File: config.mk
export PLATFORM = sky130hd
export DESIGN_NAME = addsub_seq
export DESIGN_NICKNAME = d
export VERILOG_FILES = /design/src/rtl/addsub_seq.sv
export SDC_FILE = /design/constraint.sdc
export NUM_CORES = 1
export LEC_CHECK = 0
export ABC_AREA = 1
export BUFFER_PORTS_ARGS = -buffer_cell sky130_fd_sc_hd__buf_2
export CORE_MARGIN = 1
export CORE_UTILIZATION = 55
export CTS_BUF_LIST = sky130_fd_sc_hd__clkbuf_2 sky130_fd_sc_hd__clkbuf_4 sky130_fd_sc_hd__clkbuf_8
export CTS_CLUSTER_DIAMETER = 60
export DETAILED_ROUTE_END_ITERATION = 12
export GPL_TIMING_DRIVEN = 0
export PLACE_DENSITY = 0.78
export SYNTH_ARGS = -nofsm -noshare
export SYNTH_HDL_FRONTEND = slang
export SYNTH_HIERARCHICAL = 1
export SYNTH_SLANG_ARGS = --single-unit
File: constraint.sdc
create_clock -name clk -period 7.35 [get_ports clk]
set_input_delay 1.47 -clock clk [delete_from_list [all_inputs] [get_ports clk]]
set_output_delay 1.47 -clock clk [all_outputs]
set_load 0.02 [all_outputs]
File: src/rtl/addsub_seq.sv
// Multi-cycle add/subtract: N-bit operands are processed W bits per cycle, LSB slice first,
// with the inter-slice carry held in a register. Start/Busy/Done handshake; NZCV flags on completion.

module addsub_slice #(
    parameter int W = 8
) (
    input  logic [W-1:0] a,
    input  logic [W-1:0] b,
    input  logic         ci,
    output logic [W-1:0] s,
    output logic         co
);
    logic [W:0] sum;

    assign sum = {1'b0, a} + {1'b0, b} + {{W{1'b0}}, ci};
    assign s   = sum[W-1:0];
    assign co  = sum[W];
endmodule

module addsub_seq #(
    parameter int N = 32,
    parameter int W = 8
) (
    input  logic         clk,
    input  logic         rst_n,
    input  logic         Start,
    input  logic [N-1:0] A,
    input  logic [N-1:0] B,
    input  logic         Subtract,
    input  logic         UseCarry,
    input  logic         CarryIn,
    output logic         Busy,
    output logic         Done,
    output logic [N-1:0] Result,
    output logic         FlagN,
    output logic         FlagZ,
    output logic         FlagC,
    output logic         FlagV
);
    localparam int K  = N / W;
    localparam int KW = (K > 1) ? $clog2(K) : 1;

    generate
        if ((W < 1) || (W > N) || ((N % W) != 0)) begin : g_bad_params
            $error("addsub_seq: N must be a non-zero multiple of W with W <= N");
        end
    endgenerate

    typedef enum logic [1:0] {
        IDLE = 2'd0,
        RUN  = 2'd1,
        DONE = 2'd2
    } state_t;

    // Operands as latched on an accepted Start; B is stored already inverted for subtract.
    typedef struct packed {
        logic [N-1:0] a;
        logic [N-1:0] bx;
    } req_t;

    state_t         state, state_nxt;
    req_t           req;
    logic           carry;
    logic [KW-1:0]  k;
    logic [N-1:0]   acc, acc_nxt;
    logic [W-1:0]   a_k, b_k, s_k;
    logic           c_k;
    logic           accept, last;

    assign accept = Start && (state != RUN);
    assign last   = (k == KW'(K - 1));

    always_comb begin
        a_k = req.a[k*W +: W];
        b_k = req.bx[k*W +: W];
    end

    addsub_slice #(.W(W)) u_slice (
        .a  (a_k),
        .b  (b_k),
        .ci (carry),
        .s  (s_k),
        .co (c_k)
    );

    always_comb begin
        acc_nxt          = acc;
        acc_nxt[k*W +: W] = s_k;
    end

    always_ff @(posedge clk or negedge rst_n) begin
        if (!rst_n) state <= IDLE;
        else        state <= state_nxt;
    end

    always_comb begin
        state_nxt = state;
        case (state)
            IDLE:    if (accept) state_nxt = RUN;
            RUN:     if (last)   state_nxt = DONE;
            DONE:    state_nxt = accept ? RUN : IDLE;
            default: state_nxt = IDLE;
        endcase
    end

    always_comb begin
        Busy = (state == RUN);
        Done = (state == DONE);
    end

    // Result and flags are written on the final slice edge so they are valid during the Done cycle.
    always_ff @(posedge clk or negedge rst_n) begin
        if (!rst_n) begin
            req    <= '0;
            carry  <= 1'b0;
            k      <= '0;
            acc    <= '0;
            Result <= '0;
            FlagN  <= 1'b0;
            FlagZ  <= 1'b0;
            FlagC  <= 1'b0;
            FlagV  <= 1'b0;
        end else if (accept) begin
            req.a  <= A;
            req.bx <= B ^ {N{Subtract}};
            carry  <= UseCarry ? CarryIn : Subtract;
            k      <= '0;
            acc    <= '0;
        end else if (state == RUN) begin
            acc   <= acc_nxt;
            carry <= c_k;
            k     <= last ? '0 : k + 1'b1;
            if (last) begin
                Result <= acc_nxt;
                FlagN  <= acc_nxt[N-1];
                FlagZ  <= ~|acc_nxt;
                FlagC  <= c_k;
                FlagV  <= (req.a[N-1] == req.bx[N-1]) && (acc_nxt[N-1] != req.a[N-1]);
            end
        end
    end
endmodule
# [Word-level counts from Yosys, hierarchy flattened]
# Cells that the tools add are included.
[totals] register_bits=137
[op_classes] n_shift=4 addsub=4 n_mux=13 bitwise=2 n_reduce_logical=8 n_eq_ne=8
[op_table] cell="32-bit two-way mux" count=2
[op_table] cell="32-bit by 6-bit indexed part select with 8-bit output" count=2
[op_table] cell="5-bit negation with 34-bit output" count=1
[op_table] cell="8-bit by 34-bit variable shift with 32-bit output, first input constant" count=1
[op_table] cell="8-bit by 34-bit indexed part select with 32-bit output" count=1
[op_table] cell="32-bit bitwise mux" count=1
[op_table] cell="32-bit OR reduction" count=1
[op_table] cell="32-bit XOR" count=1
[op_table] cell="2-bit two-way mux" count=5
[op_table] cell="8-bit by 8-bit adder with 9-bit output" count=1
[op_table] cell="9-bit by 1-bit adder with 9-bit output" count=1
[op_table] cell="2-bit case mux with 3 select lines" count=1
[op_table] cell="2-bit == test, second input constant" count=2
[op_table] cell="1-bit two-way mux" count=4
[op_table] cell="2-bit by 1-bit inequality test with 1-bit output, second input constant" count=2
[op_table] cell="3-bit AND reduction" count=1
[op_table] cell="2-bit by 1-bit adder with 2-bit output, second input constant" count=1
[op_table] cell="2-bit by 1-bit == test with 1-bit output, second input constant" count=1
[op_table] cell="1-bit logical AND" count=2
[op_table] cell="2-bit logical NOT" count=1
[op_table] cell="2-bit inequality test, second input constant" count=1
[op_table] cell="2-bit AND reduction" count=1
[op_table] cell="2-bit nonzero test" count=1
[op_table] cell="1-bit == test" count=1
[op_table] cell="other kinds (3)" count=3

# [Longest topological paths before layout]
# Gate-level depths: netlist (run 1).
[depth] depth_word=7 ltp_mapped=25

# [Hierarchy]
# The synthesis (run 1) kept the hierarchy.
[by_module_without_submodules] mod="addsub_seq" cells_per_inst=791 area_per_inst_um2=6523.8 n_inst=1
[by_module_without_submodules] mod="addsub_slice" cells_per_inst=59 area_per_inst_um2=384.1 n_inst=1

# [Least setup slack after synthesis (run 1)]
# Ideal clock, no wire load.
[synth_timing] path_type="flip-flop to flip-flop" from="register k[0]" to="register FlagZ" path_slack_ns=4.187 t_required_ns=7.234 synth_period_minus_slack_ns=3.163 setup_time_ns=0.116 stages_incl_launch_ff=20 arrival_ns=3.047 cell_sequence="dfrtp_1 -> buf_2 -> buf_4 -> inv_1 -> clkbuf_1 -> o21ai_0 -> o22ai_1 -> fa_1 -> fa_1 -> nand2_1 -> nand2_1 -> nand2_1 -> xnor2_1 -> nand3_1 -> o21ai_1 -> nor2_1 -> nand3_2 -> nor2_2 -> nand2_1 -> nand2_1"
[synth_via] elab_chain_len=7 word_cells_on_any_way=12
[synth_rtl] element="start: declaration" line_no="64" source="logic [KW-1:0] k;"
[synth_rtl] element="start signal: assignment" line_no="132" source="k <= last ? '0 : k + 1'b1;"
[synth_rtl] element="32-bit by 6-bit indexed part select with 8-bit output" line_no="74" source="a_k = req.a[k*W +: W];"
[synth_rtl] element="named net a_k[0]" line_no="66" source="logic [W-1:0] a_k, b_k, s_k;"
[synth_rtl] element="8-bit by 8-bit adder with 9-bit output" line_no="15" source="assign sum = {1'b0, a} + {1'b0, b} + {{W{1'b0}}, ci};"
[synth_rtl] element="9-bit by 1-bit adder with 9-bit output" line_no="15"
[synth_rtl] element="named net s_k[4]" line_no="66"
[synth_rtl] element="8-bit by 34-bit indexed part select with 32-bit output" line_no="88" source="acc_nxt[k*W +: W] = s_k;"
[synth_rtl] element="32-bit bitwise mux" line_no="88"
[synth_rtl] element="32-bit OR reduction" line_no="136" source="FlagZ <= ~|acc_nxt;"
[synth_rtl] element="1-bit logical NOT" line_no="136"
[synth_rtl] element="end signal: assignment" line_no="136"
[synth_rtl] element="end: declaration" line_no="36" source="output logic FlagZ,"
# The timed path passes the listed nets, and every way through them passes these cells.
# A chain may end at the register's enable or synchronous reset.

# [Worst setup path in the final report (run 1)]
# Same ends and word-level chain as after synthesis.

==> results of run 1 <==
-- per-layer routing --
metal,routed length [um],part of all wire,vias up
li1,-,-,2977
met2,7806,0.47,240
met4,485,0.029,0
met5,0,0,-
met3,894,0.054,45
met1,7430,0.45,2780
-- final timing paths --
check / cells past startpoint / slack (ns) / endpoint / startpoint
worst max-delay path: 19 / 3.47 / FlagZ / k[0]
worst min-delay path: 2 / 0.48 / req[45] / req[45]
worst max register to register: 19 / 3.47 / FlagZ / k[0]
worst min register to register: 2 / 0.48 / req[45] / req[45]
max in group asynchronous: 2 / 5.63 / state[0] / rst_n
min in group asynchronous: 1 / 0.96 / Result[18] / rst_n
-- stage by stage --
step           setup WS (ns)  utilization  instance area, um^2  power (uW)  cells
3_3_place_gp           3.014       0.6315                 7649        3397   1124
5_1_grt                3.100       0.6701                 8117        4486   1157
2_1_floorplan          4.187            -                 6908        2802    850
4_1_cts                3.506       0.6701                 8117        4133   1157
6_report               3.469       0.6701                 8117        4153   1157
3_5_place_dp           3.531       0.6343                 7682        3461   1125
-- cells by family after synthesis --
family	after synthesis	share of synthesized area
buffers and inverters	104	0.06177
and+or+nand+nor	408	0.2523
adders and majority gates	15	0.02934
xor gates and xnor gates	35	0.04438
AOI/OAI and AO/OA	152	0.1195
DFF	136	0.4927
-- flip-flops by register name (all words and copies together) (netlist names) --
| signal | cells |
|---|---|
| FlagZ | 1 |
| k | 2 |
| carry | 1 |
| req | 64 |
| FlagC | 1 |
| state | 2 |
| acc | 32 |
| FlagV | 1 |
| Result | 32 |
-- worst max-delay path, delay by kind of cell, from the launching register on --
| family | cells | cell delay (ns) |
|---|---|---|
| compound gates | 3 | 0.64 |
| xor+xnor | 1 | 0.26 |
| fa+ha+maj | 2 | 0.89 |
| buf+inv | 4 | 0.75 |
| flops | 1 | 0.39 |
| simple gates | 9 | 0.84 |
-- layout by cell type, fill, tap and decap left out, types with 5 or more instances in the layout --
cell,count
nand2_1,273
dfrtp_1,136
buf_2,123
o21ai_0,106
nor2_1,72
inv_1,49
o22ai_1,34
xnor2_1,34
nand3_1,26
clkbuf_1,21
clkbuf_8,21
nor2_2,17
ha_1,13
inv_2,11
nor2_4,7
a22o_1,5
a21oi_1,5
-- area by class of cell --
cell class	count	area, um^2
clock inverter	7	115.1
tap	168	210.2
inverter	61	231.5
multi-input combinational	610	3078
sequential	136	3403
clock buffer	25	319.1
buffer	43	195.2
timing repair buffer	107	564.3
fill	1058	3995
-- where the power goes --
part	switching, uW	total (uW)	internal, uW	leakage (uW)
Sequential	191	1240	1050	0.00177
Clock	281	667	386	0.000220
Combinational	1500	2240	745	0.00218
==> impl_metrics.json, run 1 <==
{
  "worstPathCellList": "buf_2 -> buf_4 -> inv_1 -> clkbuf_1 -> o21ai_0 -> o22ai_1 -> fa_1 -> fa_1 -> nand2_1 -> nand2_1 -> nand2_1 -> xnor2_1 -> nand3_1 -> o21ai_1 -> nor2_1 -> nand3_2 -> nor2_2 -> nand2_1 -> nand2_1",
  "place_congestion": 0.9042,
  "maxSlewViolCount": 0,
  "routed_wl_mm": 16.62,
  "syn_area_um2": 6908,
  "slew_headroom": 0.6372,
  "syn-num-nets": 935,
  "cts_setup_buffers": 0,
  "setup_viol": 0,
  "synth_area_leaders": "dfrtp_1 49%, nand2_1 15%, o21ai_0 7.7%",
  "crit_required_ns": 7.71,
  "run_status": "completed",
  "grtUsageTotal": 0.2805,
  "core_um2": 12110,
  "routed-via-count": 6042,
  "top_usage_layer": "met2",
  "hold_viol": 0,
  "drt_iter0_drc": 441,
  "yosysWarnings": 6,
  "drive_gt1_frac": 0.2093,
  "worst_slew_pin_slew_ns": 0.5443,
  "critPathMaxFanout": 10,
  "syn_inst": 850,
  "ir_drop_mv": 0.3136,
  "hold_buffers": 0,
  "critical_path_class": "flop to flop",
  "die_h_um": 114.1,
  "use_met3": 0.05135,
  "whs_ns": 0.4765,
  "numCtsBuffers": 17,
  "first_global_vias": 5744,
  "critPathLaunchType": "flop",
  "globalRouteOverflowTotal": 0,
  "p_leak_uw": 0.004173,
  "clk_path_buf_depth": 2,
  "die_x_um": 114.1,
  "slowest_stage": "fa_1",
  "synth_top_area_share": 0.4927,
  "syn_area_per_cell_um2": 8.127,
  "fin_worst_skew_ns": 0.006819,
  "ys_seq_area_frac": 0.4927,
  "end_kind": "flop",
  "fmax_mhz": 257.7,
  "firstDrtPassIters": 5,
  "power.density_nw_per_um2": 511.7,
  "cts_sinks": 136,
  "ys.flop_type": "dfrtp_1",
  "grt_first_pass_wirelength_mm": 27.78,
  "tns_ns": 0,
  "diodes": 0,
  "antenna_found_initial": 0,
  "synth_edf_count": 0,
  "remaining_drc_errors": 0,
  "use_met2": 0.4529,
  "timing.final.crit_share": 0.5280,
  "ant_nets": 0,
  "grt_max_degree": 80,
  "hold_class": "flop to flop",
  "tritoncts": "built",
  "viasPerCell": 5.222,
  "num_rows": 40,
  "ys_ff_latch": 136,
  "io_pins": 108,
  "insertion_delay_ns": 0.46,
  "ys_async_sr_fraction": 1.000,
  "dp_hpwl_mm": 12.31,
  "cp.arrival_ns": 4.24,
  "crit_path_max_incr_delay_ns": 0.48,
  "nets": 1061,
  "ctsRootBufferMaster": "clkbuf_8",
  "cpMostUsedCell": "nand2_1",
  "cts_resized": 0,
  "cap_violations": 0,
  "yosysUniqueCellTypes": 29,
  "fin_crit_ns": 3.881,
  "yosysTopAreaCell": "dfrtp_1",
  "rsz0062_at_grt": "no",
  "met1_usage": 0.3664,
  "yosys-top-cells-count": "273 x nand2_1, 136 x dfrtp_1, 106 x o21ai_0, 72 x nor2_1, 49 x inv_1",
  "synth_most_common_cell": "nand2_1",
  "h-tree-depth": 4,
  "routedWlPerCell_um": 14.36,
  "portBuffers": 106,
  "area_growth_pct": 17.50,
  "dieArea_um2": 13010,
  "start_util": 0.5704,
  "clk_pin_slew_ns": 0.07
}
(Power assumes the default switching activity.)
==> run 2: changes to the inputs <==
Settings changed: ABC_AREA 1 to 0, CORE_UTILIZATION 55 to 53, PLACE_DENSITY 0.78 to 0.79.
Clock period 7.35 ns to 3.3 ns, I/O delays scaled along.
==> run 2 against run 1 <==
The flow now finishes with violations (setup timing). Critical path type unchanged. Non-clock buffer count rose by 18. Worst setup slack got worse by 3.6 ns. First-iteration DRC count fell by 7.7%. Die area fell by 0.94%. Count of clock-buffer cells in the layout did not move. Fmax rose by 14%. Cell count fell by 16%. Clock skew rose by 0.0086 ns.
==> impl_metrics.json, run 2 <==
{
  "run_status": "complete, but fails checks",
  "violations": "setup timing",
  "h-tree-depth": 4,
  "place_congestion": 0.8865,
  "fmax_mhz": 293.3,
  "core_um2": 12060,
  "ys_seq_area_frac": 0.5162,
  "nets": 878,
  "largestRegisters": "req: 64 flops, Result: 32 flops, acc: 32 flops",
  "synth_edf_count": 0,
  "use_met2": 0.4366,
  "timing.final.crit_share": 1.033,
  "met1_usage": 0.3547,
  "synth_area_leaders": "dfrtp_1 52%, nand2_1 8.2%, mux4_2 5.5%",
  "synth_top_area_share": 0.5162,
  "multi_input_area_um2": 3105,
  "globalRouteOverflowTotal": 0,
  "use_met3": 0.05685,
  "ys.flop_type": "dfrtp_1",
  "critPathMaxFanout": 9,
  "die_h_um": 113.5,
  "syn_area_per_cell_um2": 10.14,
  "synth_most_common_cell": "nand2_1",
  "crit_required_ns": 3.65,
  "grtUsageTotal": 0.2717,
  "yosys-top-cells-count": "144 x nand2_1, 136 x dfrtp_1, 68 x nor2_1, 41 x o21ai_0, 34 x xnor2_1",
  "hold_viol": 0,
  "cp.arrival_ns": 3.76,
  "ant_nets": 0,
  "grt_max_degree": 76,
  "worstPathCellList": "buf_12 -> buf_12 -> mux4_2 -> fa_2 -> fa_2 -> buf_4 -> xor2_1 -> clkbuf_2 -> and2_1 -> o22ai_1 -> o2111ai_1 -> o31ai_1",
  "antenna_found_initial": 0,
  "start_util": 0.5466,
  "ys_async_sr_fraction": 1.000,
  "cap_violations": 0,
  "drive_gt1_frac": 0.2816,
  "hold_class": "primary input to async pin",
  "first_global_vias": 5470,
  "routed_wl_mm": 16.59,
  "critical_path_class": "flop to flop",
  "clk_path_buf_depth": 2,
  "layout_commonest_cell": "nand2_1",
  "finish.instance_area_um2": 8140,
  "filler_cell_count": 932,
  "routed-via-count": 5588,
  "critPathLaunchType": "flop",
  "numCtsBuffers": 17,
  "placed_cell_area_um2": 7400,
  "top_register": "req",
  "remaining_drc_errors": 0,
  "dieArea_um2": 12890,
  "yosysTopAreaCell": "dfrtp_1",
  "portBuffers": 106,
  "seq_area_um2": 3405,
  "dp_hpwl_mm": 11.49,
  "worst_slew_pin_slew_ns": 0.8206,
  "diodes": 0,
  "ys_ff_latch": 136,
  "slew_headroom": 0.4509,
  "insertion_delay_ns": 0.46,
  "end_kind": "flop",
  "maxSlewViolCount": 0,
  "slowest_stage": "mux4_2",
  "top_usage_layer": "met2",
  "crit_path_max_incr_delay_ns": 0.54,
  "firstDrtPassIters": 5,
  "syn_inst": 650,
  "fin_crit_ns": 3.410,
  "setup_ws_ns": -0.1098,
  "num_rows": 40,
  "grt_first_pass_wirelength_mm": 26.76,
  "cts_sinks": 136,
  "tritoncts": "built",
  "area_growth_pct": 23.48,
  "yosysUniqueCellTypes": 48,
  "syn_area_um2": 6593,
  "viasPerCell": 5.737,
  "drt_iter0_drc": 407,
  "yosysWarnings": 6,
  "largest_reg_flops": 64,
  "routedWlPerCell_um": 17.03,
  "final_cell_mix": "143 x nand2_1, 135 x dfrtp_1, 115 x buf_2",
  "fin_worst_skew_ns": 0.01541,
  "clk_pin_slew_ns": 0.07,
  "die_x_um": 113.5,
  "pre_cts_slack_ns": -0.6695,
  "io_pins": 108,
  "rsz0062_at_grt": "yes",
  "syn-num-nets": 735,
  "setup_viol": 4,
  "ctsRootBufferMaster": "clkbuf_8"
}
[run 2: area by class of cell]
type,instances,area share
Timing Repair Buffer,127,0.09130
Tap cell,168,0.02582
Multi-Input combinational cell,457,0.3815
Buffer,41,0.02844
Sequential cell,136,0.4182
Clock inverter,7,0.007993
Clock buffer,25,0.04073
Inverter,13,0.005994
[run 2: worst paths after layout]
path                          from  slack (ns)  depth (start not counted)       to
setup / recovery              k[0]       -0.11                         12    FlagZ
hold / removal               rst_n        0.18                          1  acc[19]
setup reg to reg              k[0]       -0.11                         12    FlagZ
hold reg to reg            req[46]        0.48                          2  req[46]
max in group asynchronous    rst_n        2.36                          2   req[6]
min in group clk             A[21]        0.39                          3  req[53]
[run 2: what timing repair did]
item,in CTS,in global routing
setup endpoints to repair,31,21
hold buffers,0,0
pin swaps,6,12
buffers inserted,10,10
gates resized for setup,14,30
[run 2: cells by family after synthesis]
logic type               share of synthesized area
XOR/XNOR                                   0.04783
adder cells (fa/ha/maj)                    0.03075
buffers and inverters                      0.03701
flip-flops                                  0.5162
AND/OR/NAND/NOR                             0.1640
AO/OA/AOI/OAI                               0.1465
multiplexers                               0.05770
[run 2: critical path, delay by kind of cell, from the launching register on]
kind | cells | cell delay [ns]
muxes | 1 | 0.54
buffers and inverters | 4 | 0.61
DFF | 1 | 0.41
AOI/OAI and AO/OA | 3 | 0.58
and+or+nand+nor | 1 | 0.21
adders and majority gates | 2 | 0.81
xor gates and xnor gates | 1 | 0.14
[run 2: metal layers]
metal | vias up | share of wire
met3 | 43 | 0.068
met5 | - | 0
met4 | 0 | 0.030
li1 | 2560 | -
met1 | 2724 | 0.42
met2 | 261 | 0.48
[run 2: metrics by stage]
stage	hold slack, ns	util	instances	setup TNS, ns
final	0.1808	0.6749	974	-0.1669
after global routing	0.2189	0.6749	974	-0.6537
after CTS	0.1924	0.6590	966	-0.09217
after detailed placement	0.4589	0.6135	925	-4.545
after global placement	0.4529	0.6107	924	-20.96
after floorplan	0.3644	-	650	0
Power of run 2 is left out: the tool's default activity adds up to more than one toggle a clock period on the data nets, which glitch-free logic cannot reach.
==> run 3: changes to the inputs <==
Settings changed: RECOVER_POWER from default to 100.
==> run 3 against run 2 <==
The flow finishes with violations (capacitance limit, slew limit, setup timing). Cell count did not move. Die area unchanged. Non-clock buffer count unchanged. Via count is 0.34% higher. Worst setup slack better by 0.0058 ns. Sequential share of layout area grew 0.38 points. Sequential cell count is the same. Fmax increased by 0.17%. Largest cell class unchanged.
==> impl_metrics.json, run 3 (synthesis gave the netlist of run 2 again) <==
{
  "finish.cell_count_without_fillers": 974,
  "layout_commonest_cell": "nand2_1",
  "globalRouteOverflowTotal": 0,
  "clk_pin_slew_ns": 0.07,
  "maxSlewViolCount": 63,
  "drive_gt1_frac": 0.2357,
  "slew_headroom": -0.008038,
  "dp_hpwl_mm": 11.49,
  "core_um2": 12060,
  "numCtsBuffers": 17,
  "fmax_mhz": 293.8,
  "drt_iter0_drc": 390,
  "dieArea_um2": 12890,
  "nets": 878,
  "critPathMaxFanout": 6,
  "ctsRootBufferMaster": "clkbuf_8",
  "h-tree-depth": 4,
  "path_buf_inv": 2,
  "cp.arrival_ns": 3.76,
  "critPathLaunchType": "flop",
  "grt_max_degree": 76,
  "diodes": 0,
  "slowest_stage": "mux4_2",
  "top_register": "req",
  "filler_cell_count": 948,
  "first_global_vias": 5470,
  "crit_required_ns": 3.66,
  "hold_depth": 3,
  "fin_crit_ns": 3.404,
  "rsz0062_at_grt": "yes",
  "routedWlPerCell_um": 17.07,
  "portBuffers": 106,
  "cap_violations": 1,
  "worstPathCellList": "buf_12 -> buf_12 -> mux4_2 -> fa_2 -> fa_2 -> a21oi_4 -> o21bai_2 -> xor2_2 -> o311ai_2 -> a21oi_1 -> nand4b_1 -> o31ai_1",
  "hold_viol": 0,
  "r2r_cells": 12,
  "insertion_delay_ns": 0.46,
  "place_congestion": 0.8865,
  "worst_slew_pin_slew_ns": 1.512,
  "io_pins": 108,
  "routed-via-count": 5607,
  "die_x_um": 113.5,
  "cts_sinks": 136,
  "start_util": 0.5466,
  "largestRegisters": "req: 64 flops, Result: 32 flops, acc: 32 flops",
  "routed_wl_mm": 16.62,
  "critical_path_class": "flop to flop",
  "run_status": "complete, but fails checks",
  "largest_reg_flops": 64,
  "num_rows": 40,
  "setup_viol": 4,
  "tritoncts": "built",
  "clk_path_buf_depth": 2,
  "firstDrtPassIters": 5,
  "fin_worst_skew_ns": 0.01773,
  "end_kind": "flop",
  "remaining_drc_errors": 0,
  "grt_first_pass_wirelength_mm": 26.76,
  "hold_class": "primary input to flop",
  "viasPerCell": 5.757,
  "path_depth": 12,
  "die_h_um": 113.5,
  "area_growth_pct": 22.38,
  "final_cell_mix": "143 x nand2_1, 135 x dfrtp_1, 78 x buf_2",
  "critical_path.top_delay_family": "compound AO/OA/AOI/OAI gates",
  "place_inst": 925,
  "violations": "capacitance limit, slew limit, setup timing",
  "setup_ws_ns": -0.1040,
  "ant_nets": 0,
  "timing.final.crit_share": 1.032,
  "crit_path_max_incr_delay_ns": 0.54,
  "grtUsageTotal": 0.2717,
  "antenna_found_initial": 0,
  "hold_buffers": 0
}
[run 3: final cells by class]
class	instances	area [um^2]	area share
inverter	13	48.80	0.006048
multi-input combinational	457	3105	0.3849
timing repair buffer	127	670.6	0.08313
sequential	136	3405	0.4220
tap	168	210.2	0.02605
clock inverter	7	65.06	0.008065
buffer	41	231.5	0.02869
clock buffer	25	331.6	0.04110
[run 3: metrics by stage]
step	hold WS, ns	util	TNS [ns]	setup slack, ns	cell area (um^2)
final	0.3943	0.6689	-0.1589	-0.1040	8068
after global routing	0.3913	0.6689	-0.6537	-0.1946	8068
after CTS	0.1924	0.6590	-0.09217	-0.07574	7949
after global placement	0.4529	0.6107	-20.96	-0.5593	7366
after floorplan	0.3644	-	0	0.004511	6625
after detailed placement	0.4589	0.6135	-4.545	-0.6695	7400
[run 3: what timing repair did]
action                                  CTS  global route
pin swaps                                 6            12
setup buffers                            10            10
endpoints found under the setup margin   31            21
resized for setup                        14            30
[run 3: worst paths after layout]
kind                          from  slack, ns       to
min                          A[18]       0.39  req[50]
max reg2reg                   k[0]      -0.10    FlagZ
min in group asynchronous    rst_n       0.57  acc[19]
max                           k[0]      -0.10    FlagZ
min reg2reg                req[46]       0.48  req[46]
max in group asynchronous    rst_n       0.86     k[0]
[run 3: metal layers]
layer / track usage / vias up / part of all wire
li1: - / 2558 / -
met1: 0.3547 / 2753 / 0.42
met2: 0.4366 / 250 / 0.48
met3: 0.05685 / 46 / 0.068
met4: 0.1289 / 0 / 0.030
met5: 0 / - / 0
[run 3: worst register-to-register path: stages, from the launching register on]
cell      delay, ns
dfrtp_2        0.41
buf_12         0.12
buf_12         0.12
mux4_2         0.54
fa_2           0.43
fa_2           0.39
a21oi_4        0.19
o21bai_2       0.12
xor2_2         0.19
o311ai_2       0.24
a21oi_1        0.12
nand4b_1       0.18
o31ai_1        0.27
Power of run 3 is left out for the same reason.
